[config.mk]
export PLATFORM = sky130hd
export DESIGN_NAME = demux2_stream_flat
export DESIGN_NICKNAME = d
export VERILOG_FILES = /design/src/rtl/demux2_stream_if.sv /design/src/rtl/demux2_stream.sv /design/src/flat_wrapper.sv
export SDC_FILE = /design/constraint.sdc
export NUM_CORES = 1
export LEC_CHECK = 0
export ABC_AREA = 1
export CORE_AREA = 2 2 39 41
export CTS_BUF_LIST = sky130_fd_sc_hd__clkbuf_8
export CTS_CLUSTER_DIAMETER = 100
export DETAILED_ROUTE_END_ITERATION = 6
export DIE_AREA = 0 0 41 43
export PLACE_DENSITY = 0.81
export RECOVER_POWER = 25
export SYNTH_ARGS = -nofsm -noshare
export SYNTH_HDL_FRONTEND = slang
export SYNTH_SLANG_ARGS = --single-unit
export TNS_END_PERCENT = 30
[constraint.sdc]
create_clock -name clk -period 2.15 [get_ports clk]
set_clock_uncertainty 0.2 [all_clocks]
set_input_delay 0.43 -clock clk [delete_from_list [all_inputs] [get_ports clk]]
set_output_delay 0.43 -clock clk [all_outputs]
set_load 0.05 [all_outputs]
[src/rtl/demux2_stream_if.sv]
// demux2_stream_if: producer side and two consumer lanes of the demux2_stream handshake
interface demux2_stream_if #(parameter int WIDTH = 1);
  logic             io_sel;
  logic             io_in_valid;
  logic             io_in_ready;
  logic [WIDTH-1:0] io_in_bits;
  logic             io_out0_valid;
  logic             io_out0_ready;
  logic [WIDTH-1:0] io_out0_bits;
  logic             io_out1_valid;
  logic             io_out1_ready;
  logic [WIDTH-1:0] io_out1_bits;
  modport master (
    output io_sel, io_in_valid, io_in_bits, io_out0_ready, io_out1_ready,
    input  io_in_ready, io_out0_valid, io_out0_bits, io_out1_valid, io_out1_bits
  );
  modport slave (
    input  io_sel, io_in_valid, io_in_bits, io_out0_ready, io_out1_ready,
    output io_in_ready, io_out0_valid, io_out0_bits, io_out1_valid, io_out1_bits
  );
endinterface

[src/rtl/demux2_stream.sv]
// demux2_stream: registered 1-to-2 stream demux, 2-entry FIFO per lane; DEMUX2_COUNT_EN adds per-lane delivered-beat counters
module demux2_stream #(
  parameter int WIDTH = 1
`ifdef DEMUX2_COUNT_EN
  , parameter int CNT_W = 8
`endif
) (
  input logic clk,
  input logic reset,
  demux2_stream_if.slave s
`ifdef DEMUX2_COUNT_EN
  , output logic [CNT_W-1:0] io_cnt0
  , output logic [CNT_W-1:0] io_cnt1
`endif
);
  typedef enum logic [1:0] {EMPTY = 2'd0, ONE = 2'd1, FULL = 2'd2} occ_e;
  logic [1:0] full, vld, enq, deq, rdy;
  logic [WIDTH-1:0] head [2];
  assign rdy = {s.io_out1_ready, s.io_out0_ready};
  // Ready looks only at registered occupancy, so a same-cycle dequeue cannot open a full lane
  assign s.io_in_ready = !full[s.io_sel];
  for (genvar l = 0; l < 2; l++) begin : g_lane
    occ_e occ_q, occ_d;
    logic wp_q, wp_d, rp_q, rp_d;
    logic [1:0][WIDTH-1:0] mem_q, mem_d;
    assign full[l] = occ_q == FULL;
    assign vld[l] = occ_q != EMPTY;
    assign enq[l] = s.io_in_valid && s.io_in_ready && (s.io_sel == 1'(l));
    assign deq[l] = vld[l] && rdy[l];
    assign head[l] = mem_q[rp_q];
    always_comb begin
      mem_d = mem_q;
      if (enq[l]) mem_d[wp_q] = s.io_in_bits;
      wp_d = wp_q ^ enq[l];
      rp_d = rp_q ^ deq[l];
      occ_d = (enq[l] && !deq[l]) ? ((occ_q == EMPTY) ? ONE : FULL) :
              (!enq[l] && deq[l]) ? ((occ_q == FULL) ? ONE : EMPTY) : occ_q;
    end
    always_ff @(posedge clk) begin
      if (reset) begin
        occ_q <= EMPTY;
        wp_q  <= 1'b0;
        rp_q  <= 1'b0;
        mem_q <= '0;
      end else begin
        occ_q <= occ_d;
        wp_q  <= wp_d;
        rp_q  <= rp_d;
        mem_q <= mem_d;
      end
    end
  end
  assign s.io_out0_valid = vld[0];
  assign s.io_out1_valid = vld[1];
  assign s.io_out0_bits  = head[0];
  assign s.io_out1_bits  = head[1];
`ifdef DEMUX2_COUNT_EN
  logic [CNT_W-1:0] cnt0_q, cnt0_d, cnt1_q, cnt1_d;
  assign cnt0_d = cnt0_q + CNT_W'(deq[0]);
  assign cnt1_d = cnt1_q + CNT_W'(deq[1]);
  always_ff @(posedge clk) begin
    cnt0_q <= reset ? '0 : cnt0_d;
    cnt1_q <= reset ? '0 : cnt1_d;
  end
  assign io_cnt0 = cnt0_q;
  assign io_cnt1 = cnt1_q;
`endif
endmodule

[src/flat_wrapper.sv]
// flat-port wrapper written by rule: the top's interface ports become plain ports
module demux2_stream_flat 
#(
  parameter int WIDTH = 1

)
  (clk, reset, s_io_sel, s_io_in_valid, s_io_in_bits, s_io_out0_ready, s_io_out1_ready, s_io_in_ready, s_io_out0_valid, s_io_out0_bits, s_io_out1_valid, s_io_out1_bits);
  demux2_stream_if #(.WIDTH(WIDTH)) s_i ();
  input logic clk;
  input logic reset;
  input wire logic [$bits(s_i.io_sel)-1:0] s_io_sel;
  input wire logic [$bits(s_i.io_in_valid)-1:0] s_io_in_valid;
  input wire logic [$bits(s_i.io_in_bits)-1:0] s_io_in_bits;
  input wire logic [$bits(s_i.io_out0_ready)-1:0] s_io_out0_ready;
  input wire logic [$bits(s_i.io_out1_ready)-1:0] s_io_out1_ready;
  output wire logic [$bits(s_i.io_in_ready)-1:0] s_io_in_ready;
  output wire logic [$bits(s_i.io_out0_valid)-1:0] s_io_out0_valid;
  output wire logic [$bits(s_i.io_out0_bits)-1:0] s_io_out0_bits;
  output wire logic [$bits(s_i.io_out1_valid)-1:0] s_io_out1_valid;
  output wire logic [$bits(s_i.io_out1_bits)-1:0] s_io_out1_bits;
  assign s_i.io_sel = s_io_sel;
  assign s_i.io_in_valid = s_io_in_valid;
  assign s_i.io_in_bits = s_io_in_bits;
  assign s_i.io_out0_ready = s_io_out0_ready;
  assign s_i.io_out1_ready = s_io_out1_ready;
  assign s_io_in_ready = s_i.io_in_ready;
  assign s_io_out0_valid = s_i.io_out0_valid;
  assign s_io_out0_bits = s_i.io_out0_bits;
  assign s_io_out1_valid = s_i.io_out1_valid;
  assign s_io_out1_bits = s_i.io_out1_bits;
  demux2_stream #(.WIDTH(WIDTH)) u_core (.clk(clk), .reset(reset), .s(s_i));
endmodule
### Yosys cells after proc, flatten, opt, wreduce, memory -nomap -nowiden

Cells that the tools add are included.

* multiplexer cells: 20
* bitwise gates (word level): 5
* equality and inequality tests: 2
* $lt $le $gt $ge: 7
* reduce and logical (&&, ||, !) cells: 22

Operators with widths (count)
* two-way mux 2 bit: 6
* logical AND 1 bit: 11
* < comparator 1 x 2 -> 1 bit (second input constant): 5
* two-way mux 1 bit: 10
* nonzero test 2 bit: 4
* logical NOT 1 bit: 5
* bitwise mux 2 bit: 2
* equality test 2 bit (second input constant): 2
* logical NOT 2 bit: 2
* bitwise XOR 1 bit: 4
* demux 1 bit (select 1 bit): 2
* greater-or-equal comparator 1 bit (second input constant): 2
* NOT 1 bit: 1

* output and inout port bits: 5
* logic and storage cells: 66
* register bits after elaboration: 12
* bits of input ports: 7

### Depth between registers and ports, before layout

* depth in word-level cells: 10
* gate-level depth with buffers: 9
* depth with buffers taken out: 9

### Worst setup path before layout

Ideal clock, no wire load.

* path type: flip-flop to flip-flop
* start point: reg u_core.g_lane[1].occ_q[0]
* end point: reg u_core.g_lane[1].occ_q[0]
* period minus slack after synthesis: 1.550 ns
* path buffers: 0
* cell stages (with the launch flop): 10
* setup time: 0.109 ns
* required time: 1.841 ns
* arrival time: 1.241 ns
* path slack: 0.600 ns
* cells stage by stage: dfxtp_1 > nor2_2 > inv_2 > nand2_2 > ha_1 > inv_2 > nor2_1 > nor2_1 > nand2_1 > inv_1

* elaborated cells between the ends (all ways): 18
* those cells by class: 1 x eq/ne; 6 x mux; 11 x reduce/logical

RTL lines
* start: declaration: line demux2_stream.sv:23 `occ_e occ_q, occ_d;`
* start signal: assignment: line demux2_stream.sv:41 `occ_q <= EMPTY;`
* start signal: assignment: line demux2_stream.sv:46 `occ_q <= occ_d;`
* nonzero test 2 bit *: line demux2_stream.sv:27 `assign vld[l] = occ_q != EMPTY;`
* net s_io_out1_valid: line flat_wrapper.sv:19 `output wire logic [$bits(s_i.io_out1_valid)-1:0] s_io_out1_valid;`
* logical AND 1 bit *: line demux2_stream.sv:29 `assign deq[l] = vld[l] && rdy[l];`
* logical NOT 1 bit: line demux2_stream.sv:36 `occ_d = (enq[l] && !deq[l]) ? ((occ_q == EMPTY) ? ONE : FULL) :`
* logical AND 1 bit: line demux2_stream.sv:36
* two-way mux 2 bit or nonzero test 2 bit (tied branches)

The timed path passes the listed nets; every way through them passes the cells marked *. The select of a mux whose other input is x is not followed.
A chain may end at the register's enable or synchronous reset.

### Final worst setup path

* start point: in s_io_sel
* end point: out s_io_in_ready

* cells in the longest elaborated chain, start to end: 3

RTL lines
* start: declaration: line flat_wrapper.sv:11 `input wire logic [$bits(s_i.io_sel)-1:0] s_io_sel;`
* two-way mux 1 bit (not written as such) (2 in a row): line demux2_stream.sv:21 `assign s.io_in_ready = !full[s.io_sel];`
* logical NOT 1 bit: line demux2_stream.sv:21
* end: declaration: line flat_wrapper.sv:16 `output wire logic [$bits(s_i.io_in_ready)-1:0] s_io_in_ready;`

Every way passes these cells. The select of a mux whose other input is x is not followed.

==> impl_metrics.ini <==
[place]
buffer_ports.inserted = 11
pre_cts_ws_ns = 0.101
dpl_cell_area_um2 = 748
finalWeightedCongestion = 0.685
dpl.cell_count = 110
dp_hpwl_um = 905

[finish]
final_cell_mix = sky130_fd_sc_hd__nand2_1, sky130_fd_sc_hd__inv_1, sky130_fd_sc_hd__dfxtp_1
layout.cells.most_common = sky130_fd_sc_hd__nand2_1
drive_gt1_share_pct = 20.4
flow.area_growth_from_synthesis_pct = 29.7
design.final.nets = 112
antenna_cells = 0
fillers = 131
layout.cells.non_filler = 114
design_area_um2 = 792

[sta]
finalWorstPathRequiredPeriod_ns = 1.92
share_of_the_clock_period_used_by_the_worst_path_pct = 89.4
worstMarginPinSlew_ns = 0.597
fmax_mhz = 520
slew_headroom_pct = 60.4
grt_setup_unrepaired = false
timing_max_transition_violations_final = 0
fin_setup_tns_ns = 0
hold_ws_ns = 0.286
setup_viol_count_final = 0
hold_viol = 0
final.setup.worst_slack_ns = 0.228

[route]
number_of_remaining_drc_errors = 0
drt_pre_antenna_iters = 4
via_count = 546
wl_per_cell_um = 10.3
detail_route.iter0.violations = 10
drt-vias-per-instance = 4.79
antenna_left = 0
detail_route.wirelength_um = 1180

[power_and_ir_drop]
switchingPower_mw = 0.312
power.ir.vdd_worst_mv = 0.491
register_share_of_total_power_pct = 34.6
power.share.switching_pct = 37.3
clockPowerShare_pct = 29.7
intPower_mw = 0.524
p_leak_nw = 0.378
p_per_area_nw_per_um2 = 1060
power.combinational.fraction_pct = 35.8

[worst_hold_path]
hold_path_class = flop to flop

[clocking]
root_cell_of_the_clock_tree = sky130_fd_sc_hd__clkbuf_8
clockBufferDepth = 2
postCtsSetupRepairBufs = 0
htree_num_levels = 1
post_cts_resized = 0
postCtsHoldBufs = 0
clk_transition_reported_paths_ns = 0.05
clock_sink_count = 12
cts_tree = done
clock_latency_ns = 0.24
number_of_cts_inserted_buffers = 3

[worst_setup_path]
cpLargestDelayFamily = buffers and inverters
crit_path_end_kind = output pin
slowest_stage_delay_on_critical_path_ns = 0.48
setup.reg_to_reg.worst_slack_ns = 0.54
ws_path_type = input pin to output pin
crit_required_ns = 1.52
crit_top_cell = sky130_fd_sc_hd__nand2_1
timing.critical_path.buf_inv = 3
worstPathArrival_ns = 1.29
cp-start-kind = input pin
path_cells = clkdlybuf4s50_1 -> inv_1 -> nand2_1 -> nand2_1 -> buf_12
crit_fanout = 2
cp_slowest_cell = sky130_fd_sc_hd__clkdlybuf4s50_1

[logic_synthesis]
postSynthRegisterBits = 12
post_synth_instance_area_um2 = 611
synth_nets = 95
postSynthAreaPerCell_um2 = 7.45
synth.top_cell.area_share_pct = 39.3
netlist_instances = 82
synth_largest_area_cell = sky130_fd_sc_hd__dfxtp_1
synth-seq-area-share_pct = 39.3
synth.yosys.warnings = 0
synth_cell_types = 13
post_synth_main_area_contributors = sky130_fd_sc_hd__dfxtp_1, sky130_fd_sc_hd__ha_1, sky130_fd_sc_hd__o21ai_1, sky130_fd_sc_hd__nand2_1, sky130_fd_sc_hd__inv_1

[run_status]
status = complete, no violations

[floorplan]
vertical_die_dimension_um = 43
num_rows = 14
dieArea_um2 = 1760
die_width_um = 41
core_area_um2 = 1380
start_util_pct = 44.1
ioPinCount = 12

[global_routing]
track_usage_pct = 17.4
first_global_vias = 529
grt_max_degree = 8
overflow = 0
antenna_found_initial = 0
grt_pass1_wl_um = 2040

[job]
drv.max_cap_violation_count = 0
==> Yosys cell counts, drive strengths merged <==
cell   number
nand2      17
inv        16
dfxtp      12
o21ai      10
a21oi       9
nor2        9
ha          6
nand3       3
==> cell type report <==
cell class | instances | area, µm² | area share, %
Tap cell | 16 | 20.0 | 2.53
Clock buffer | 4 | 55.1 | 6.95
Timing Repair Buffer | 12 | 110 | 13.9
Inverter | 16 | 60.1 | 7.58
Sequential cell | 12 | 240 | 30.3
Multi-Input combinational cell | 54 | 307 | 38.7
==> per-layer routing <==
layer  up-vias  GRT usage (%)  routed length, µm
met5         -              0                  0
met4         0           10.0                 14
met3         2           4.71                 50
met2        14           26.9                582
met1       243           20.5                531
li1        287              -                  -
==> sequential cells by signal, summed over array words and instances, names as in the netlist <==
name                 cells
u_core.g_lane.wp_q       2
u_core.g_lane.rp_q       2
u_core.g_lane.occ_q      4
u_core.g_lane.mem_q      4
==> through the flow <==
stage / total power [mW] / utilization (%)
global route: 0.890 / 57.2
CTS: 0.856 / 58.0
detailed placement: 0.605 / 54.1
floorplan: 0.512 / -
global placement: 0.595 / 54.1
finish: 0.836 / 57.2
==> power groups by stage <==
| stage | Clock (mW) | Sequential (mW) | Combinational [mW] |
|---|---|---|---|
| after floorplan | 0 | 0.288 | 0.224 |
| after global placement | 0 | 0.293 | 0.302 |
| after detailed placement | 0 | 0.294 | 0.312 |
| after CTS | 0.253 | 0.289 | 0.314 |
| after global routing | 0.261 | 0.296 | 0.334 |
| final | 0.248 | 0.289 | 0.299 |
==> cell families (layout without fill, tap and decap cells) <==
group / count (synthesis) / in the layout / share of synthesized area [%]
fa+ha+maj: 6 / 6 / 12.3
buf+inv: 16 / 32 / 9.83
compound gates: 19 / 19 / 16.8
flops: 12 / 12 / 39.3
simple gates: 29 / 29 / 21.7
==> worst register-to-register path: stages, from the launching register on <==
cell and delay, ns:
sky130_fd_sc_hd__dfxtp_1 0.37, sky130_fd_sc_hd__inv_1 0.07, sky130_fd_sc_hd__o21ai_1 0.18, sky130_fd_sc_hd__nor2_1 0.11, sky130_fd_sc_hd__ha_1 0.30, sky130_fd_sc_hd__inv_2 0.05
sky130_fd_sc_hd__nor2_1 0.09, sky130_fd_sc_hd__nor2_1 0.05, sky130_fd_sc_hd__nand2_1 0.08, sky130_fd_sc_hd__inv_1 0.04
==> final timing paths <==
| kind | start | end | depth (start not counted) |
|---|---|---|---|
| max | s_io_sel | s_io_in_ready | 5 |
| min | u_core.g_lane[0].rp_q | u_core.g_lane[0].rp_q | 2 |
| max reg2reg | u_core.g_lane[1].occ_q[1] | u_core.g_lane[1].occ_q[0] | 9 |
| min reg2reg | u_core.g_lane[0].rp_q | u_core.g_lane[0].rp_q | 2 |
Note: power is estimated with default switching activity, not from simulation.
